`src/rtl/shift_l_int8_iter.sv`:
```
// Iterative signed left shifter: shifts A left by B[SHIFT_WIDTH-1:0], one bit per cycle, flagging signed overflow.
// Latency: out_valid rises B[SHIFT_WIDTH-1:0]+1 edges after the accepting edge (1..2^SHIFT_WIDTH).
// Backpressure: one operation in flight; in_ready is low until the result is taken with out_ready, and the result holds meanwhile.
//
// Ports:
//   clk, rst_n          clock (rising edge) and asynchronous active-low reset
//   in_valid / in_ready operand handshake; in_ready is high only in IDLE
//   A, B                operand and shift amount (only B[SHIFT_WIDTH-1:0] is used)
//   out_valid/out_ready result handshake; out_valid is high only in DONE
//   Y, ovf              shifted result and sticky signed-overflow flag, both registered
//   busy                high while the shift is iterating
module shift_l_int8_iter #(
    parameter int WIDTH       = 8,
    parameter int SHIFT_WIDTH = 3
) (
    input  logic             clk,
    input  logic             rst_n,
    input  logic             in_valid,
    output logic             in_ready,
    input  logic [WIDTH-1:0] A,
    input  logic [WIDTH-1:0] B,
    output logic             out_valid,
    input  logic             out_ready,
    output logic [WIDTH-1:0] Y,
    output logic             ovf,
    output logic             busy
);

    typedef enum logic [1:0] {
        IDLE  = 2'd0,
        SHIFT = 2'd1,
        DONE  = 2'd2
    } state_t;

    localparam logic [SHIFT_WIDTH-1:0] CNT_ONE = {{(SHIFT_WIDTH-1){1'b0}}, 1'b1};

    state_t                 r_state;
    state_t                 w_state_nxt;
    logic [WIDTH-1:0]       r_data;
    logic [WIDTH-1:0]       w_data_nxt;
    logic [SHIFT_WIDTH-1:0] r_count;
    logic [SHIFT_WIDTH-1:0] w_count_nxt;
    logic                   r_ovf;
    logic                   w_ovf_nxt;
    logic                   w_sign_change;

    // Shifting out a bit that differs from the new sign bit means the value
    // no longer fits; the top two bits are checked before each shift.
    assign w_sign_change = r_data[WIDTH-1] ^ r_data[WIDTH-2];

    // State and datapath registers
    always_ff @(posedge clk or negedge rst_n) begin
        if (!rst_n) begin
            r_state <= IDLE;
            r_data  <= '0;
            r_count <= '0;
            r_ovf   <= 1'b0;
        end else begin
            r_state <= w_state_nxt;
            r_data  <= w_data_nxt;
            r_count <= w_count_nxt;
            r_ovf   <= w_ovf_nxt;
        end
    end

    // Next-state and datapath update
    always_comb begin
        w_state_nxt = r_state;
        w_data_nxt  = r_data;
        w_count_nxt = r_count;
        w_ovf_nxt   = r_ovf;
        case (r_state)
            IDLE: begin
                if (in_valid) begin
                    w_data_nxt  = A;
                    w_count_nxt = B[SHIFT_WIDTH-1:0];
                    w_ovf_nxt   = 1'b0;
                    w_state_nxt = SHIFT;
                end
            end
            SHIFT: begin
                if (r_count != '0) begin
                    w_data_nxt  = {r_data[WIDTH-2:0], 1'b0};
                    w_count_nxt = r_count - CNT_ONE;
                    w_ovf_nxt   = r_ovf | w_sign_change;
                end else begin
                    // One extra edge here makes a zero shift still take one cycle.
                    w_state_nxt = DONE;
                end
            end
            DONE: begin
                if (out_ready) begin
                    w_state_nxt = IDLE;
                end
            end
            default: begin
                w_state_nxt = IDLE;
            end
        endcase
    end

    // Handshake and status decode straight from the state register
    assign in_ready  = (r_state == IDLE);
    assign busy      = (r_state == SHIFT);
    assign out_valid = (r_state == DONE);
    assign Y         = r_data;
    assign ovf       = r_ovf;

endmodule
```
`config.mk`:
```
export PLATFORM = sky130hd
export DESIGN_NAME = shift_l_int8_iter
export DESIGN_NICKNAME = d
export VERILOG_FILES = /design/src/rtl/shift_l_int8_iter.sv
export SDC_FILE = /design/constraint.sdc
export NUM_CORES = 1
export LEC_CHECK = 0
export BUFFER_PORTS_ARGS = -buffer_cell sky130_fd_sc_hd__buf_4
export CAP_MARGIN = 20
export CORE_MARGIN = 2
export CORE_UTILIZATION = 31
export CTS_CLUSTER_DIAMETER = 100
export DETAILED_ROUTE_END_ITERATION = 10
export HOLD_SLACK_MARGIN = 0.1
export PLACE_DENSITY = 0.65
export SETUP_SLACK_MARGIN = 0.3
export SYNTH_ARGS = -nofsm -noshare
export SYNTH_HDL_FRONTEND = slang
export SYNTH_SLANG_ARGS = --single-unit
```
`constraint.sdc`:
```
create_clock -name clk -period 5.2 [get_ports clk]
set_clock_uncertainty 0.1 [all_clocks]
set_input_delay 0.26 -clock clk [delete_from_list [all_inputs] [get_ports clk]]
set_output_delay 0.26 -clock clk [all_outputs]
set_load 0.03 [all_outputs]
```
==> summary.txt, run 1 <==
STA
  • RSZ-0062 raised after global routing: false
  • Period minus WS final: 2280 ps
  • Worst slew pin tran: 826 ps
  • Final Hold Viols: 0
  • Final-report max-slew violation count: 0
  • Hold slack: 112 ps
  • FMAX: 438 MHz
  • Final setup viols: 0
  • Setup TNS: 0 ps
  • Final WS setup: 2920 ps
  • Final Cycle Share: 43.9%
  • Slew Limit Headroom: 44.9%

Clock network
  • TritonCTS clock tree: done
  • Worst-skew pair later-pin latency: 270 ps
  • Clock-pin slew of the registers on the worst-case setup and hold paths: 80 ps
  • H-tree levels: 1
  • Clock Path Buffers: 2
  • CTS root buf: clkbuf_4
  • Postcts setup bufs: 0
  • Cts bufs inserted: 3
  • Total clock sinks: 14

Worst setup path
  • Startpoint types: register
  • CP endpoint kind: register
  • RR Startpoint: r_count[0]
  • CP Class: reg2reg
  • Worst Path Arrival: 2350 ps
  • Highest net fanout along the worst path: 11
  • Path depth of the worst reg2reg path: 6
  • Worst endpoint required time: 5260 ps
  • R2R setup slack: 2920 ps
  • R2R Path End: Y[1]

Logic synthesis
  • Synth Register Bits: 14
  • Mapped Cells: 66
  • Synth Area in XOR/XNOR: 1.07%
  • Ys Warns: 0
  • Synthesized area per cell: 12.4 um2
  • Synth top area share: 42.7%
  • Synth Area in Simple Gates: 9.92%
  • Synth Area in Compound Gates: 7.18%
  • Mux cell area share after synthesis: 28.1%
  • Post-Synth Adder-Cell Area: 3.05%
  • Synthesized area: 820 um2
  • Post-synth top area cell: dfrtp_1
  • Syn_nets: 88
  • Top cells by area, synth: dfrtp_1, mux2_4, buf_6, inv_1, ha_1
  • Register area share after synthesis: 42.7%
  • Synth unique cells: 21
  • Largest family of logic cells by synthesized area: multiplexers

Routing
  • Drt initial violations: 9
  • Final ANT Viol Nets: 0
  • # DRC: 0
  • Routed len/inst: 12.6 um
  • WL final: 1570 um
  • Vias per cell: 4.60
  • DRT Pass-1 Iters: 6
  • Routed via count: 571

GRT
  • Largest net degree at the start of global routing: 15
  • Total gr overflow: 0
  • Global-route wire length before repair: 2610 um
  • GRT Util Overall: 11.4%
  • Vias in the first global route: 571
  • Initial antenna violation count: 0

Worst hold path
  • Hold path startpoint: B[0]
  • Hold endpoint: r_count[0]
  • Hold path cells: 3
  • HP Class: in2reg

Die
  • Core ar.: 0.00250 mm2
  • Num ports: 32
  • Die Area: 0.00307 mm2
  • Initial Util: 32.8%
  • Die Y: 55.4 um
  • Die width: 55.4 um
  • # rows: 18

Finish
  • Final #Nets: 117
  • Finished Layout Cells: 124
  • Layout cells sized above 1: 48.9%
  • Final instance area: 0.00107 mm2
  • N_diodes: 0
  • Filler cell count: 246
  • Area Growth Syn to Fin: 30.5%
  • Multi-input gate area: 404 um2
  • Final core utilization: 42.8%
  • Register area: 350 um2

Power
  • Cell Int Power: 487 uW
  • Switch share: 41.6%
  • IR drop worst, VDD: 0.000353 V
  • Pwr dens: 779 mW/mm2
  • Sw Pwr: 347 uW
  • Clock power share: 9.2%
  • Design Power: 834 uW
  • Reg power frac: 27.1%
  • Combinational share of power: 63.7%
  • Leak: 0.546 nW

Place
  • Pre-CTS setup slack: 2930 ps
  • Dpl hpwl: 1150 um
  • DP Area: 0.00101 mm2
  • Buffers on Ports: 26
  • Dpl cells: 118
  • Final GP Congestion: 0.795

Run status
  • Status: finished clean

Flow run
  • Max Cap Violations: 0
## what timing repair did
| item | CTS | global route |
|---|---|---|
| hold buffers | 2 | 0 |
| endpoints found under the hold margin | 15 | 0 |
| resized for setup | 0 | 0 |
## flip-flops by register name, summed over array words and instances, names as in the netlist
register,count
r_state,2
r_count,3
ovf,1
Y,8
## worst max-delay path, stage by stage (launching register included)
cell      delay, ps
dfrtp_1         390
inv_1            60
ha_1            190
ha_1            230
nand2b_1        170
a21oi_2         670
mux2_4          360
## how the worst max path moves through the flow
stage                     depth (start not counted)  endpoint        from  slack [ps]
after floorplan                                   7      Y[2]  r_count[0]        3390
after global placement                            6      Y[5]  r_count[0]        2960
after detailed placement                          6      Y[1]  r_count[0]        2930
after CTS                                         6      Y[1]  r_count[0]        2910
after global routing                              6      Y[5]  r_count[0]        2800
final                                             6      Y[1]  r_count[0]        2920
## placed cells by master, fill, tap and decap left out, drive strengths merged
cell type,instances
o41ai,1
nand2,2
dlygate4sd3,2
a22o,1
dfrtp,14
xnor2,1
buf,26
mux2,14
nand2b,4
nor2,2
a21oi,4
clkbuf,4
o211ai,1
o21ai,2
mux2i,2
ha,2
nor2b,1
inv,7
nor3b,3
nor3,1
## logic make-up after synthesis
logic type      Yosys count
mux                      16
flops                    14
simple gates             13
buf+inv                  11
compound gates            9
fa+ha+maj                 2
xor+xnor                  1
## synthesized netlist by cell type, drive strengths merged
master  count
nor3        1
o211ai      1
mux2       14
nand2b      4
ha          2
dfrtp      14
nor2        2
buf         4
nor2b       1
o41ai       1
a22o        1
inv         7
mux2i       2
xnor2       1
nor3b       3
nand2       2
o21ai       2
a21oi       4
## layer usage
metal  GRT usage (%)  up-vias  wire (um)
met3            4.68        2         91
met2            20.1       19        787
met5               0        -          0
met4            4.18        0         27
met1            12.0      271        660
li1                -      279          -
## power by group through the flow
stage	Combinational [mW]	Clock (mW)	Sequential, mW
floorplan	0.388	0	0.270
global placement	0.523	0	0.225
detailed placement	0.537	0	0.228
CTS	0.539	0.0797	0.227
global route	0.569	0.0851	0.237
finish	0.531	0.0764	0.226
## final cells by class
class / instances / share of cell area [%]
Multi-Input combinational cell: 41 / 37.8
Inverter: 7 / 2.46
Tap cell: 30 / 3.51
Sequential cell: 14 / 32.7
Timing Repair Buffer: 28 / 20.1
Clock buffer: 4 / 3.39
Power figures use the tool's default switching activity.
==> run 2, diff against run 1 <==
clock period = 2.4 ns   (was 5.2 ns; I/O delays follow)
==> run 2 against run 1 <==
  * Utilization grew 3.7 points
  * Critical endpoint is now Y[2]
  * Largest power group unchanged
  * Fmax up 18%
  * Worst setup slack got worse by 2400 ps
  * Global-route usage grew 1.3 points
  * First-iteration DRC count shrank 78%
  * Die area stayed put
  * Critical path type unchanged
  * Via count increased by 5.3%
  * Total power is 120% higher
  * Register-to-register slack got worse by 2400 ps
  * Sequential power up 120%
==> summary.txt, run 2 (synthesis results as in run 1) <==
Die
  • Core ar.: 0.00250 mm2
  • Die Y: 55.4 um
  • Die width: 55.4 um
  • Num ports: 32
  • Initial Util: 32.8%
  • # rows: 18
  • Die Area: 0.00307 mm2

Worst setup path
  • R2R Path End: Y[2]
  • Worst path slowest cell: dfrtp_1
  • Critical Path Stages: 7
  • Crit path largest cell delay: 400 ps
  • R2R setup slack: 470 ps
  • Path depth of the worst reg2reg path: 7
  • Chain of cells forming the critical path: inv_1 -> ha_1 -> ha_1 -> nand2b_1 -> a21oi_2 -> buf_4 -> mux2_4
  • Worst Path Arrival: 1990 ps
  • RR Startpoint: r_count[0]
  • Critical path origin: r_count[0]
  • CP endpoint kind: register
  • CP bufs+invs: 2
  • CP Class: reg2reg
  • Worst Setup EP: Y[2]
  • CP most frequent cell: ha_1
  • Highest net fanout along the worst path: 7
  • Largest delay share family, worst path: adder cells
  • Startpoint types: register
  • Worst endpoint required time: 2460 ps

Routing
  • DRT Pass-1 Iters: 3
  • Final ANT Viol Nets: 0
  • Vias per cell: 4.49
  • # DRC: 0
  • Drt initial violations: 2
  • Routed via count: 601
  • Routed len/inst: 12.1 um
  • WL final: 1620 um

Clock network
  • Clock Path Buffers: 2
  • Worst-skew pair later-pin latency: 270 ps
  • Cts repair resizes: 0
  • CTS root buf: clkbuf_4
  • Cts bufs inserted: 3
  • H-tree levels: 1
  • TritonCTS clock tree: done
  • Clock-pin slew of the registers on the worst-case setup and hold paths: 80 ps
  • Postcts setup bufs: 0
  • Total clock sinks: 14

Finish
  • Area Growth Syn to Fin: 41.7%
  • Commonest non-fill, non-tap cell in the layout: buf_4
  • Final #Nets: 128
  • Filler cell count: 236
  • Max reg flops: 8
  • Highest-count cells in the layout ignoring fill and taps: buf_4, dfrtp_1, mux2_4
  • N_diodes: 0
  • Layout cells sized above 1: 45.2%

GRT
  • Initial antenna violation count: 0
  • Largest net degree at the start of global routing: 15
  • Vias in the first global route: 678
  • Global-route wire length before repair: 3080 um
  • Total gr overflow: 0
  • GRT Util Overall: 12.7%

Power
  • Leak: 0.586 nW
  • Pwr dens: 1560 mW/mm2
  • IR drop worst, VDD: 0.000801 V

Worst hold path
  • Hold path startpoint: A[1]
  • HP Class: in2reg

STA
  • Final WS setup: 472 ps
  • Final setup viols: 0
  • Slew Limit Headroom: 74.9%
  • FMAX: 519 MHz
  • Final-report max-slew violation count: 0
  • Worst slew pin tran: 376 ps
  • Final Cycle Share: 80.3%
  • Setup TNS: 0 ps
  • RSZ-0062 raised after global routing: false
  • Period minus WS final: 1930 ps
  • Final Hold Viols: 0

Flow run
  • Max Cap Violations: 0

Place
  • Dpl hpwl: 1170 um
  • Buffers on Ports: 26
  • Pre-CTS setup slack: 484 ps
  • Final GP Congestion: 0.798

Run status
  • Status: finished clean
[run 2: where the power goes]
group	internal (mW)	switching, mW
combinational	0.640	0.553
clock	0.0580	0.0726
sequential	0.363	0.127
total	1.06	0.753
[run 2: final cells by class]
type / count / area [um2] / share of cell area (%)
clock buffers: 3 / 22.5 / 1.94
flip-flops and latches: 14 / 350 / 30.2
repair buffers: 39 / 320 / 27.6
multi-input cells: 41 / 404 / 34.8
inverters: 7 / 26.3 / 2.26
well taps: 30 / 37.5 / 3.23
[run 2: through the flow]
stage          instance area [um2]  hold WS (ps)  instances  util (%)  power, mW
5_1_grt                       1160           100        134      46.4       1.96
6_report                      1160           105        134      46.4       1.81
3_5_place_dp                  1030          -117        120      41.1       1.69
2_1_floorplan                  820          -276         66         -       1.43
3_3_place_gp                  1030          -122        120      41.1       1.66
4_1_cts                       1160           100        134      46.4       1.84
[run 2: what timing repair did]
| item | 4_1_cts | 5_1_grt |
|---|---|---|
| hold buffers | 11 | 0 |
| setup endpoints to repair | 0 | 0 |
| hold endpoints to repair | 24 | 0 |
[run 2: worst min-delay path by stage]
stage,end,slack [ps],cells past startpoint
2_1_floorplan,Y[0],-280,0
3_3_place_gp,r_count[1],-120,1
3_5_place_dp,Y[1],-120,1
4_1_cts,Y[1],100,3
5_1_grt,Y[7],100,3
6_report,Y[1],100,3
[run 2: worst register-to-register path, delay by kind of cell (launching register included)]
family	cells	cell delay [ps]
multiplexers	1	310
buffers and inverters	2	250
adder cells (fa/ha/maj)	2	420
flip-flops	1	400
AND/OR/NAND/NOR	1	170
AO/OA/AOI/OAI	1	170
[run 2: routing by layer]
| layer | part of all wire [%] | GRT usage (%) |
|---|---|---|
| met3 | 3.6 | 1.64 |
| met5 | 0 | 0 |
| met2 | 50 | 20.9 |
| met4 | 1.7 | 7.32 |
| met1 | 44 | 15.7 |
==> run 3, diff against run 2 <==
clock period = 2.02 ns   (was 2.4 ns; I/O delays follow)
==> run 3 against run 2 <==
  * Final area grew 10%
  * Clock power increased by 13%
  * Non-clock buffer count grew 10
  * Largest cell class unchanged
==> summary.txt, run 3 (synthesis results as in run 1) <==
Finish
  • Highest-count cells in the layout ignoring fill and taps: buf_4, dlygate4sd3_1, dfrtp_1, mux2_4, inv_1
  • Max reg flops: 8
  • Commonest non-fill, non-tap cell in the layout: buf_4
  • Layout cells sized above 1: 49.1%
  • N_diodes: 0
  • Area Growth Syn to Fin: 56.2%
  • Final #Nets: 138
  • Filler cell count: 217

Power
  • IR drop worst, VDD: 0.00103 V
  • Clock power share: 6.3%
  • Pwr dens: 1830 mW/mm2
  • Leak: 0.637 nW
  • Cell Int Power: 1.40 mW
  • Combinational share of power: 69.7%
  • Reg power frac: 24.0%
  • Sw Pwr: 947 uW
  • Switch share: 40.3%

STA
  • Final Cycle Share: 86.9%
  • Final-report max-slew violation count: 0
  • RSZ-0062 raised after global routing: true
  • Setup TNS: 0 ps
  • Period minus WS final: 1750 ps
  • Slew Limit Headroom: 72.0%
  • Final Hold Viols: 0
  • Final WS setup: 265 ps
  • Hold slack: 144 ps
  • Final setup viols: 0
  • FMAX: 570 MHz
  • Worst slew pin tran: 418 ps

Routing
  • Routed len/inst: 12.1 um
  • Vias per cell: 4.51
  • DRT Pass-1 Iters: 4
  • Drt initial violations: 7
  • WL final: 1740 um
  • # DRC: 0
  • Final ANT Viol Nets: 0
  • Routed via count: 649

Die
  • Initial Util: 32.8%
  • # rows: 18
  • Die Area: 0.00307 mm2
  • Core ar.: 0.00250 mm2
  • Num ports: 32
  • Die Y: 55.4 um
  • Die width: 55.4 um

Worst setup path
  • Worst endpoint required time: 2090 ps
  • Startpoint types: register
  • Worst Path Arrival: 1820 ps
  • CP Class: reg2reg
  • CP endpoint kind: register
  • Highest net fanout along the worst path: 4

Clock network
  • Clock Path Buffers: 2
  • Clock-pin slew of the registers on the worst-case setup and hold paths: 80 ps
  • TritonCTS clock tree: done
  • CTS root buf: clkbuf_4
  • H-tree levels: 1
  • Worst-skew pair later-pin latency: 270 ps
  • Total clock sinks: 14
  • Cts bufs inserted: 3

GRT
  • Global-route wire length before repair: 2950 um
  • Total gr overflow: 0
  • Vias in the first global route: 643
  • Initial antenna violation count: 0
  • GRT Util Overall: 12.2%
  • Largest net degree at the start of global routing: 11

Place
  • Buffers on Ports: 26
  • Dpl hpwl: 1160 um
  • Final GP Congestion: 0.652
  • Pre-CTS setup slack: 126 ps

Run status
  • Status: finished clean

Flow run
  • Max Cap Violations: 0

Worst hold path
  • HP Class: in2reg
-- run 3: timing repair --
action | in CTS | in global routing
pin swaps | 1 | 0
buffers inserted | 4 | 2
setup endpoints to repair | 9 | 7
endpoints found under the hold margin | 26 | 0
hold buffers | 15 | 0
gates resized for setup | 1 | 0
-- run 3: metrics by stage --
step	instances	util, %	cell area (um2)	power, mW
6_report	144	51.2	1280	2.35
5_1_grt	144	51.2	1280	2.52
4_1_cts	142	50.6	1260	2.34
3_5_place_dp	120	42.3	1060	2.08
3_3_place_gp	120	42.3	1060	2.03
2_1_floorplan	66	-	850	1.76
-- run 3: final timing paths --
check,endpoint,from,cells past startpoint,slack [ps]
max,Y[5],r_count[0],7,270
min,r_count[0],in_valid,4,140
max reg2reg,Y[5],r_count[0],7,270
min reg2reg,ovf,ovf,2,390
max in group asynchronous,Y[2],rst_n,3,850
min in group asynchronous,ovf,rst_n,3,700
-- run 3: power groups by stage --
stage	logic (mW)	clock network, mW	registers, mW
final	1.64	0.148	0.564
after global routing	1.75	0.178	0.588
after floorplan	1.07	0	0.694
after detailed placement	1.51	0	0.568
after global placement	1.47	0	0.565
after CTS	1.62	0.155	0.566
-- run 3: layout make-up --
cell class	count	area (um2)	share of cell area, %
flip-flops and latches	14	350	27.4
well taps	30	37.5	2.93
inverters	7	26.3	2.05
multi-input cells	41	434	33.9
clock buffers	3	22.5	1.76
repair buffers	49	409	32.0
-- run 3: critical path: stages (launching register included) --
cell	delay (ps)
dfrtp_1	390
inv_1	60
ha_2	180
ha_4	150
nand2b_4	140
a21oi_4	170
buf_4	170
mux2_4	290
-- run 3: routing by layer --
| metal | up-vias | global-route usage (%) | wire length, um |
|---|---|---|---|
| met2 | 17 | 19.7 | 833 |
| met1 | 307 | 14.7 | 803 |
| met4 | 0 | 5.23 | 29 |
| met5 | - | 0 | 0 |
| li1 | 321 | - | - |
| met3 | 4 | 3.98 | 75 |
